$ cat src/rtl/hdlc_tx_framer_if.sv
// Register-side bus of the HDLC transmit framer.
//   master (host): drives wr_data, wr_en, start, abort;
//                  observes full, frame_size, busy, done, aborted.
//   slave (framer): the mirror image.
interface hdlc_tx_framer_if #(
  parameter int unsigned ADDR_W = 7
);
  logic [7:0]      wr_data;
  logic            wr_en;
  logic            start;
  logic            abort;
  logic            full;
  logic [ADDR_W:0] frame_size;
  logic            busy;
  logic            done;
  logic            aborted;

  modport master (
    output wr_data, wr_en, start, abort,
    input  full, frame_size, busy, done, aborted
  );

  modport slave (
    input  wr_data, wr_en, start, abort,
    output full, frame_size, busy, done, aborted
  );
endinterface

$ cat src/rtl/hdlc_tx_framer.sv
// HDLC transmit framer: buffers one frame of bytes, then sends opening flag, zero-stuffed
// data and FCS, closing flag and an idle gap, one line bit per bit_en_i strobe, LSB first.
// Compile-time option: define HDLC_FCS32_EN for CRC-32 FCS; otherwise CRC-16/X-25.
// Ports:
//   clk_i     system clock
//   rst_i     synchronous active-high reset
//   bit_en_i  bit-rate strobe
//   tx_o      registered serial line
//   tx_en_o   high while flag, data, FCS or abort bits are on the line
//   host_io   register-side bus (write, start, abort, status)
module hdlc_tx_framer #(
  parameter int unsigned DEPTH    = 128,
  parameter int unsigned ADDR_W   = $clog2(DEPTH),
  parameter int unsigned GAP_BITS = 8
) (
  input  logic            clk_i,
  input  logic            rst_i,
  input  logic            bit_en_i,
  output logic            tx_o,
  output logic            tx_en_o,
  hdlc_tx_framer_if.slave host_io
);

`ifdef HDLC_FCS32_EN
  localparam int unsigned     FcsW    = 32;
  localparam logic [FcsW-1:0] FcsPoly = 32'hEDB8_8320;
`else
  localparam int unsigned     FcsW    = 16;
  localparam logic [FcsW-1:0] FcsPoly = 16'h8408;
`endif
  localparam int unsigned GapW = (GAP_BITS > 1) ? $clog2(GAP_BITS) : 1;
  localparam int unsigned CntW = ADDR_W + 1;

  typedef enum logic [2:0] {StIdle, StOpen, StData, StFcs, StClose, StGap, StAbort} state_e;

  state_e          state_q;
  logic [7:0]      mem_q [DEPTH];
  logic [CntW-1:0] count_q, rd_ptr_q;
  logic [FcsW-1:0] sh_q, crc_q;
  logic [4:0]      bit_cnt_q;
  logic [2:0]      ones_q;
  logic [GapW-1:0] gap_cnt_q;
  logic            abort_pend_q, was_abort_q;
  logic            tx_q, tx_en_q, busy_q, done_q, aborted_q;

  logic            full, wr_ok, start_ok, abort_go, stuff, cur_bit, flag_bit, more_bytes;
  logic [FcsW-1:0] crc_nxt, next_byte;

  always_comb begin
    full       = (count_q == CntW'(DEPTH)) || busy_q;
    wr_ok      = host_io.wr_en && !full;
    // A byte written in the same cycle as Start belongs to the frame.
    start_ok   = host_io.start && (state_q == StIdle) && ((count_q != '0) || wr_ok);
    abort_go   = (state_q inside {StOpen, StData, StFcs}) && (host_io.abort || abort_pend_q);
    stuff      = (ones_q == 3'd5);
    cur_bit    = sh_q[0];
    flag_bit   = (bit_cnt_q[2:0] != 3'd0) && (bit_cnt_q[2:0] != 3'd7);
    crc_nxt    = (crc_q >> 1) ^ ((crc_q[0] ^ cur_bit) ? FcsPoly : '0);
    more_bytes = (rd_ptr_q != count_q);
    // rd_ptr_q is 0 while the opening flag goes out, so this also fetches the first byte.
    next_byte  = {{(FcsW-8){1'b0}}, mem_q[rd_ptr_q[ADDR_W-1:0]]};
  end

  always_ff @(posedge clk_i) begin
    if (wr_ok) mem_q[count_q[ADDR_W-1:0]] <= host_io.wr_data;
  end

  always_ff @(posedge clk_i) begin
    if (rst_i) begin
      state_q      <= StIdle;
      count_q      <= '0;
      rd_ptr_q     <= '0;
      sh_q         <= '0;
      crc_q        <= '1;
      bit_cnt_q    <= '0;
      ones_q       <= '0;
      gap_cnt_q    <= '0;
      abort_pend_q <= 1'b0;
      was_abort_q  <= 1'b0;
      tx_q         <= 1'b1;
      tx_en_q      <= 1'b0;
      busy_q       <= 1'b0;
      done_q       <= 1'b0;
      aborted_q    <= 1'b0;
    end else begin
      done_q    <= 1'b0;
      aborted_q <= 1'b0;
      if (wr_ok) count_q <= count_q + CntW'(1);
      // Abort seen between strobes waits for the next strobe; cleared below when acted on.
      if (host_io.abort && (state_q inside {StOpen, StData, StFcs})) abort_pend_q <= 1'b1;

      if (state_q == StIdle) begin
        if (start_ok) begin
          state_q     <= StOpen;
          busy_q      <= 1'b1;
          bit_cnt_q   <= '0;
          ones_q      <= '0;
          was_abort_q <= 1'b0;
        end
      end else if (bit_en_i) begin
        if (abort_go) begin
          // First abort bit (0) replaces the next scheduled bit; seven 1s follow.
          tx_q         <= 1'b0;
          tx_en_q      <= 1'b1;
          state_q      <= StAbort;
          bit_cnt_q    <= 5'd1;
          abort_pend_q <= 1'b0;
          was_abort_q  <= 1'b1;
        end else begin
          case (state_q)
            StOpen: begin
              tx_q      <= flag_bit;
              tx_en_q   <= 1'b1;
              ones_q    <= '0;
              bit_cnt_q <= bit_cnt_q + 5'd1;
              if (bit_cnt_q == 5'd7) begin
                state_q   <= StData;
                sh_q      <= next_byte;
                rd_ptr_q  <= rd_ptr_q + CntW'(1);
                bit_cnt_q <= '0;
                crc_q     <= '1;
              end
            end
            StData, StFcs: begin
              if (stuff) begin
                tx_q   <= 1'b0;
                ones_q <= '0;
              end else begin
                tx_q      <= cur_bit;
                ones_q    <= cur_bit ? ones_q + 3'd1 : 3'd0;
                sh_q      <= sh_q >> 1;
                bit_cnt_q <= bit_cnt_q + 5'd1;
                if (state_q == StData) begin
                  crc_q <= crc_nxt;
                  if (bit_cnt_q == 5'd7) begin
                    bit_cnt_q <= '0;
                    if (more_bytes) begin
                      sh_q     <= next_byte;
                      rd_ptr_q <= rd_ptr_q + CntW'(1);
                    end else begin
                      state_q <= StFcs;
                      sh_q    <= ~crc_nxt;
                    end
                  end
                end else if (bit_cnt_q == 5'(FcsW - 1)) begin
                  state_q   <= StClose;
                  bit_cnt_q <= '0;
                end
              end
            end
            StClose: begin
              // A run of five 1s at the end of the FCS still needs its stuffed 0.
              if (stuff) begin
                tx_q   <= 1'b0;
                ones_q <= '0;
              end else begin
                tx_q      <= flag_bit;
                ones_q    <= '0;
                bit_cnt_q <= bit_cnt_q + 5'd1;
                if (bit_cnt_q == 5'd7) begin
                  state_q   <= StGap;
                  bit_cnt_q <= '0;
                  gap_cnt_q <= '0;
                end
              end
            end
            StAbort: begin
              tx_q      <= 1'b1;
              bit_cnt_q <= bit_cnt_q + 5'd1;
              if (bit_cnt_q == 5'd7) begin
                state_q   <= StGap;
                bit_cnt_q <= '0;
                gap_cnt_q <= '0;
              end
            end
            StGap: begin
              tx_q      <= 1'b1;
              tx_en_q   <= 1'b0;
              gap_cnt_q <= gap_cnt_q + GapW'(1);
              if (gap_cnt_q == GapW'(GAP_BITS - 1)) begin
                state_q   <= StIdle;
                busy_q    <= 1'b0;
                count_q   <= '0;
                rd_ptr_q  <= '0;
                done_q    <= !was_abort_q;
                aborted_q <= was_abort_q;
              end
            end
            default: state_q <= StIdle;
          endcase
        end
      end
    end
  end

  assign tx_o               = tx_q;
  assign tx_en_o            = tx_en_q;
  assign host_io.full       = full;
  assign host_io.frame_size = count_q;
  assign host_io.busy       = busy_q;
  assign host_io.done       = done_q;
  assign host_io.aborted    = aborted_q;

endmodule

$ cat src/flat_wrapper.sv
// flat-port wrapper written by rule: the top's interface ports become plain ports
module hdlc_tx_framer_flat 
#(
  parameter int unsigned DEPTH    = 128,
  parameter int unsigned ADDR_W   = $clog2(DEPTH),
  parameter int unsigned GAP_BITS = 8
)
  (clk_i, rst_i, bit_en_i, tx_o, tx_en_o, host_io_wr_data, host_io_wr_en, host_io_start, host_io_abort, host_io_full, host_io_frame_size, host_io_busy, host_io_done, host_io_aborted);
  hdlc_tx_framer_if #(.ADDR_W(ADDR_W)) host_io_i ();
  input  logic clk_i;
  input  logic rst_i;
  input  logic bit_en_i;
  output logic tx_o;
  output logic tx_en_o;
  input wire logic [$bits(host_io_i.wr_data)-1:0] host_io_wr_data;
  input wire logic [$bits(host_io_i.wr_en)-1:0] host_io_wr_en;
  input wire logic [$bits(host_io_i.start)-1:0] host_io_start;
  input wire logic [$bits(host_io_i.abort)-1:0] host_io_abort;
  output wire logic [$bits(host_io_i.full)-1:0] host_io_full;
  output wire logic [$bits(host_io_i.frame_size)-1:0] host_io_frame_size;
  output wire logic [$bits(host_io_i.busy)-1:0] host_io_busy;
  output wire logic [$bits(host_io_i.done)-1:0] host_io_done;
  output wire logic [$bits(host_io_i.aborted)-1:0] host_io_aborted;
  assign host_io_i.wr_data = host_io_wr_data;
  assign host_io_i.wr_en = host_io_wr_en;
  assign host_io_i.start = host_io_start;
  assign host_io_i.abort = host_io_abort;
  assign host_io_full = host_io_i.full;
  assign host_io_frame_size = host_io_i.frame_size;
  assign host_io_busy = host_io_i.busy;
  assign host_io_done = host_io_i.done;
  assign host_io_aborted = host_io_i.aborted;
  hdlc_tx_framer #(.DEPTH(DEPTH), .ADDR_W(ADDR_W), .GAP_BITS(GAP_BITS)) u_core (.clk_i(clk_i), .rst_i(rst_i), .bit_en_i(bit_en_i), .tx_o(tx_o), .tx_en_o(tx_en_o), .host_io(host_io_i));
endmodule
$ cat config.mk
export PLATFORM = sky130hd
export DESIGN_NAME = hdlc_tx_framer_flat
export DESIGN_NICKNAME = d
export VERILOG_FILES = /design/src/rtl/hdlc_tx_framer_if.sv /design/src/rtl/hdlc_tx_framer.sv /design/src/flat_wrapper.sv
export SDC_FILE = /design/constraint.sdc
export NUM_CORES = 1
export LEC_CHECK = 0
export BUFFER_PORTS_ARGS = -buffer_cell sky130_fd_sc_hd__buf_2
export CAP_MARGIN = 20
export CORE_MARGIN = 5
export CORE_UTILIZATION = 59
export CTS_BUF_LIST = sky130_fd_sc_hd__clkbuf_2 sky130_fd_sc_hd__clkbuf_4 sky130_fd_sc_hd__clkbuf_8
export DETAILED_ROUTE_END_ITERATION = 6
export GPL_TIMING_DRIVEN = 0
export HOLD_SLACK_MARGIN = 0.15
export PLACE_DENSITY = 0.78
export RECOVER_POWER = 50
export SLEW_MARGIN = 10
export SYNTH_ARGS = -nofsm -noshare
export SYNTH_HDL_FRONTEND = slang
export SYNTH_SLANG_ARGS = --single-unit
$ cat constraint.sdc
create_clock -name clk_i -period 2.8 [get_ports clk_i]
set_input_delay 0.42 -clock clk_i [delete_from_list [all_inputs] [get_ports clk_i]]
set_output_delay 0.42 -clock clk_i [all_outputs]
set_load 0.005 [all_outputs]
==> impl_metrics.json <==
{
  "post_detail_place_hpwl_mm": 72.2,
  "floorplan.die.height_um": 282,
  "netSwitchingFraction": 0.238,
  "worst_ir_drop_vdd_v": 0.000406,
  "worst-path-buf-inv": 1,
  "placementRows": 99,
  "cp_max_fo": 10,
  "timing.hold.worst.class": "input port to flop",
  "critical-path-top-cell-by-count": "nor2_1",
  "status": "finished, violations left",
  "detail_route.first_pass.iterations": 6,
  "design.core.area_mm2": 0.0732,
  "synth-edff-count": 1024,
  "power.static_leakage_nw": 15.1,
  "drt_iter0_drc": 3623,
  "drive_gt1_frac": 0.312,
  "finalCritPeriodShare": 1.05,
  "clock_sink_count": 1100,
  "routed-via-count": 25100,
  "drt_drc_violations_left": 0,
  "grt_overflow": 0,
  "share_seq_of_total_power": 0.536,
  "power.total_mw": 33.9,
  "buffer_ports.inserted": 27,
  "antenna_left": 0,
  "main_combinational_cell_family_by_area_after_synthesis": "multiplexers",
  "tritoncts": "yes",
  "hold_vio_cnt_final": 0,
  "fill_cells": 4336,
  "mean_area_per_synthesized_cell_um2": 18.3,
  "grt_max_degree": 89,
  "internal_power_mw": 25.8,
  "r2r.worst_path.cells": 4,
  "comb_power_share": 0.091,
  "synthFlopType": "edfxtp_1",
  "layout-area-overhead-vs-synth_pct": 15.5,
  "max_slew.worst_pin.slew_ns": 2.16,
  "fmax_mhz": 341,
  "hold_slack_ns": 0.273,
  "unrepaired_setup_endpoints_after_global_routing": "true",
  "unique_masters_post_synth": 67,
  "route.final.wire_length_mm": 113,
  "crit_path_leading_delay_family": "simple AND/OR/NAND/NOR gates",
  "netlist_instances": 2384,
  "synth_fa_ha_area_frac": 0.00338,
  "placement_stage_worst_setup_slack_ns": -1.43,
  "failed_checks": "capacitance limit, slew limit, setup timing",
  "cts_max_level": 4,
  "synth_async_sr_flop_share": 0,
  "cp.arrival_ns": 3.36,
  "horizontal_extent_of_the_die_um": 282,
  "drv.max_cap_violation_count": 5,
  "worst_setup_hold_path_clk_slew_ns": 0.06,
  "synth_compound_area_frac": 0.0495,
  "ctsLongestPathBuffers": 3,
  "critical_path.startpoint_type": "flop",
  "setup_slack_ns": -0.133,
  "ys_ff_latch": 1100,
  "grt_pass1_vias": 24800,
  "avgRoutedWirePerCell_um": 30.6,
  "timing.critical_path.slowest_stage_cell": "nor2_1",
  "cellPowerDensity_mw_per_mm2": 671,
  "via_cell_ratio": 6.76,
  "crit_path_cell_count": 4,
  "worstSkewPairLatency_ns": 0.83,
  "final.min_clock_period_ns": 2.93,
  "cell_count_of_the_worst_hold_path": 5,
  "timing.critical_path.slowest_cell_delay_ns": 0.81,
  "floorplan.initialDensity": 0.596,
  "path_cells": "clkbuf_1 -> nor2_1 -> nand2_1 -> nor2_1",
  "synth_xor_area_frac": 0.00381,
  "setup.worst_path.class": "flop to flop",
  "setup.worst_path.end_class": "flop",
  "gp_congestion": 1.06,
  "global_route_wire_length_before_repair_mm": 162,
  "yosysWarningCount": 0,
  "timing.slew.headroom": -0.441,
  "power_switching_mw": 8.06,
  "seq_area_frac_synth": 0.739,
  "synth-simple-area-share": 0.0462,
  "post_layout_nets": 2657,
  "total_grt_usage": 0.280,
  "part_of_the_total_power_dissipated_in_the_clock_network": 0.373,
  "mux_cell_area_share_after_synthesis": 0.141,
  "synthesis.nets": 2409,
  "cp.required_ns": 3.23,
  "synth_area_mm2": 0.0437,
  "final_max_slew_viol_count": 281,
  "numCtsBuffers": 167,
  "root_buffer": "clkbuf_8",
  "io_pins": 28,
  "max_clock_skew_ns": 0.0531,
  "grt_antenna_before_repair": 6,
  "finalSetupViolCount": 142,
  "die_area_mm2": 0.0796
}
power groups by stage:
| stage | Combinational (mW) | Clock [mW] | Sequential (mW) |
|---|---|---|---|
| detailed placement | 2.62 | 0 | 18.5 |
| global route | 3.25 | 13.5 | 18.2 |
| finish | 3.08 | 12.6 | 18.2 |
| floorplan | 1.68 | 0 | 18.5 |
| CTS | 2.86 | 12.7 | 18.1 |
| global placement | 2.53 | 0 | 18.5 |
worst register-to-register path, stage by stage (launching register included):
cell and delay (ns):
dfxtp_1 0.41, clkbuf_1 0.43, nor2_1 0.52, nand2_1 0.37, nor2_1 0.81
repair_timing:
| item | in CTS | in global routing |
|---|---|---|
| setup buffers | 9 | 25 |
| endpoints found under the hold margin | 269 | 0 |
| gates resized for setup | 365 | 151 |
| pin swaps | 19 | 19 |
| cloned | 1 | 2 |
| endpoints found under the setup margin | 877 | 860 |
| hold buffers | 9 | 0 |
area by class of cell:
cell class / count / area [um^2] / area share
Clock inverter: 69 / 423 / 0.00838
Timing Repair Buffer: 81 / 721 / 0.0143
Inverter: 20 / 76.3 / 0.00151
Buffer: 129 / 1140 / 0.0226
Tap cell: 959 / 1200 / 0.0238
Antenna cell: 3 / 7.51 / 0.000149
Sequential cell: 1100 / 32300 / 0.640
Multi-Input combinational cell: 1133 / 11900 / 0.236
Clock buffer: 218 / 2700 / 0.0535
metrics by stage:
| step | setup TNS (ns) | std cells | instance area (um^2) | utilization |
|---|---|---|---|---|
| global placement | -697.47 | 3370 | 45000 | 0.615 |
| finish | -4.78 | 3712 | 50400 | 0.689 |
| global route | -8.31 | 3711 | 50400 | 0.689 |
| floorplan | 0 | 2384 | 43700 | - |
| detailed placement | -751.06 | 3378 | 45200 | 0.618 |
| CTS | -1.53 | 3682 | 49800 | 0.680 |
layout by cell type (no fill, tap or decap), types with 34 or more instances in the layout:
cell      Yosys  final
edfxtp_1   1024   1024
mux4_2      216    216
clkbuf_8      0    172
mux2i_1     126    116
nor2_1      217     89
nor2_4        0     75
dfxtp_1      76     73
clkbuf_4      0     67
nand2_1      66     54
nor2_2        0     53
a21oi_1      46     45
clkinv_1      1     45
buf_4        24     41
o22ai_1      49     41
o221ai_1     37     36
nand3_1      47     34
Yosys cell counts, drive strengths merged (4+ instances only):
library cell	count	area, um^2
xor2	5	43.8
o21ai	50	250
a32o	8	80.1
clkbuf	73	274
or4	4	30.0
nor3	31	155
mux2i	126	1260
edfxtp	1024	30700
a2111oi	8	70.1
nor2	217	815
o31ai	16	120
or3	7	43.8
o22ai	49	307
nand2b	6	37.5
nand4	14	87.6
nand3	47	235
nor2b	27	169
o221ai	37	324
a211oi	26	200
a31oi	11	68.8
a21oi	46	230
nand2	66	248
xnor2	14	123
a41o	7	70.1
and2	4	25.0
mux4	216	4860
inv	19	71.3
ha	11	138
a22oi	11	82.6
a221oi	6	52.6
buf	58	404
a21boi	18	135
dfxtp	76	1520
routing by layer:
layer  wire, um  GRT usage
met3      13100     0.0805
met4       5620      0.113
met2      53600      0.441
met5         32          0
met1      41200      0.379
kinds of logic (layout without fill, tap and decap cells):
family	Yosys count	after routing
compound gates	313	313
xor+xnor	19	19
fa+ha+maj	12	12
buf+inv	151	517
flops	1100	1100
mux	344	344
other cells	0	3
simple gates	445	445
state kept, by name (all words and copies together), names as in the netlist, named ones only:
signal                     cells
u_core.host_io.done            1
u_core.ones_q                  3
u_core.tx_o                    1
u_core.was_abort_q             1
u_core.crc_q                  16
u_core.sh_q                   16
u_core.abort_pend_q            1
u_core.mem_q                1024
u_core.tx_en_o                 1
u_core.bit_cnt_q               5
u_core.gap_cnt_q               3
u_core.rd_ptr_q                8
u_core.host_io.frame_size      8
u_core.host_io.aborted         1
u_core.state_q                 3
u_core.host_io.busy            1
worst paths after layout:
kind                                     start             endpoint  slack [ns]
setup reg to reg  u_core.host_io.frame_size[5]  u_core.mem_q[29][5]       -0.13
hold reg to reg             u_core.was_abort_q  u_core.host_io.done        0.45
setup / recovery  u_core.host_io.frame_size[5]  u_core.mem_q[29][5]       -0.13
hold / removal                   host_io_abort      u_core.sh_q[15]        0.27
(Power assumes the default switching activity.)
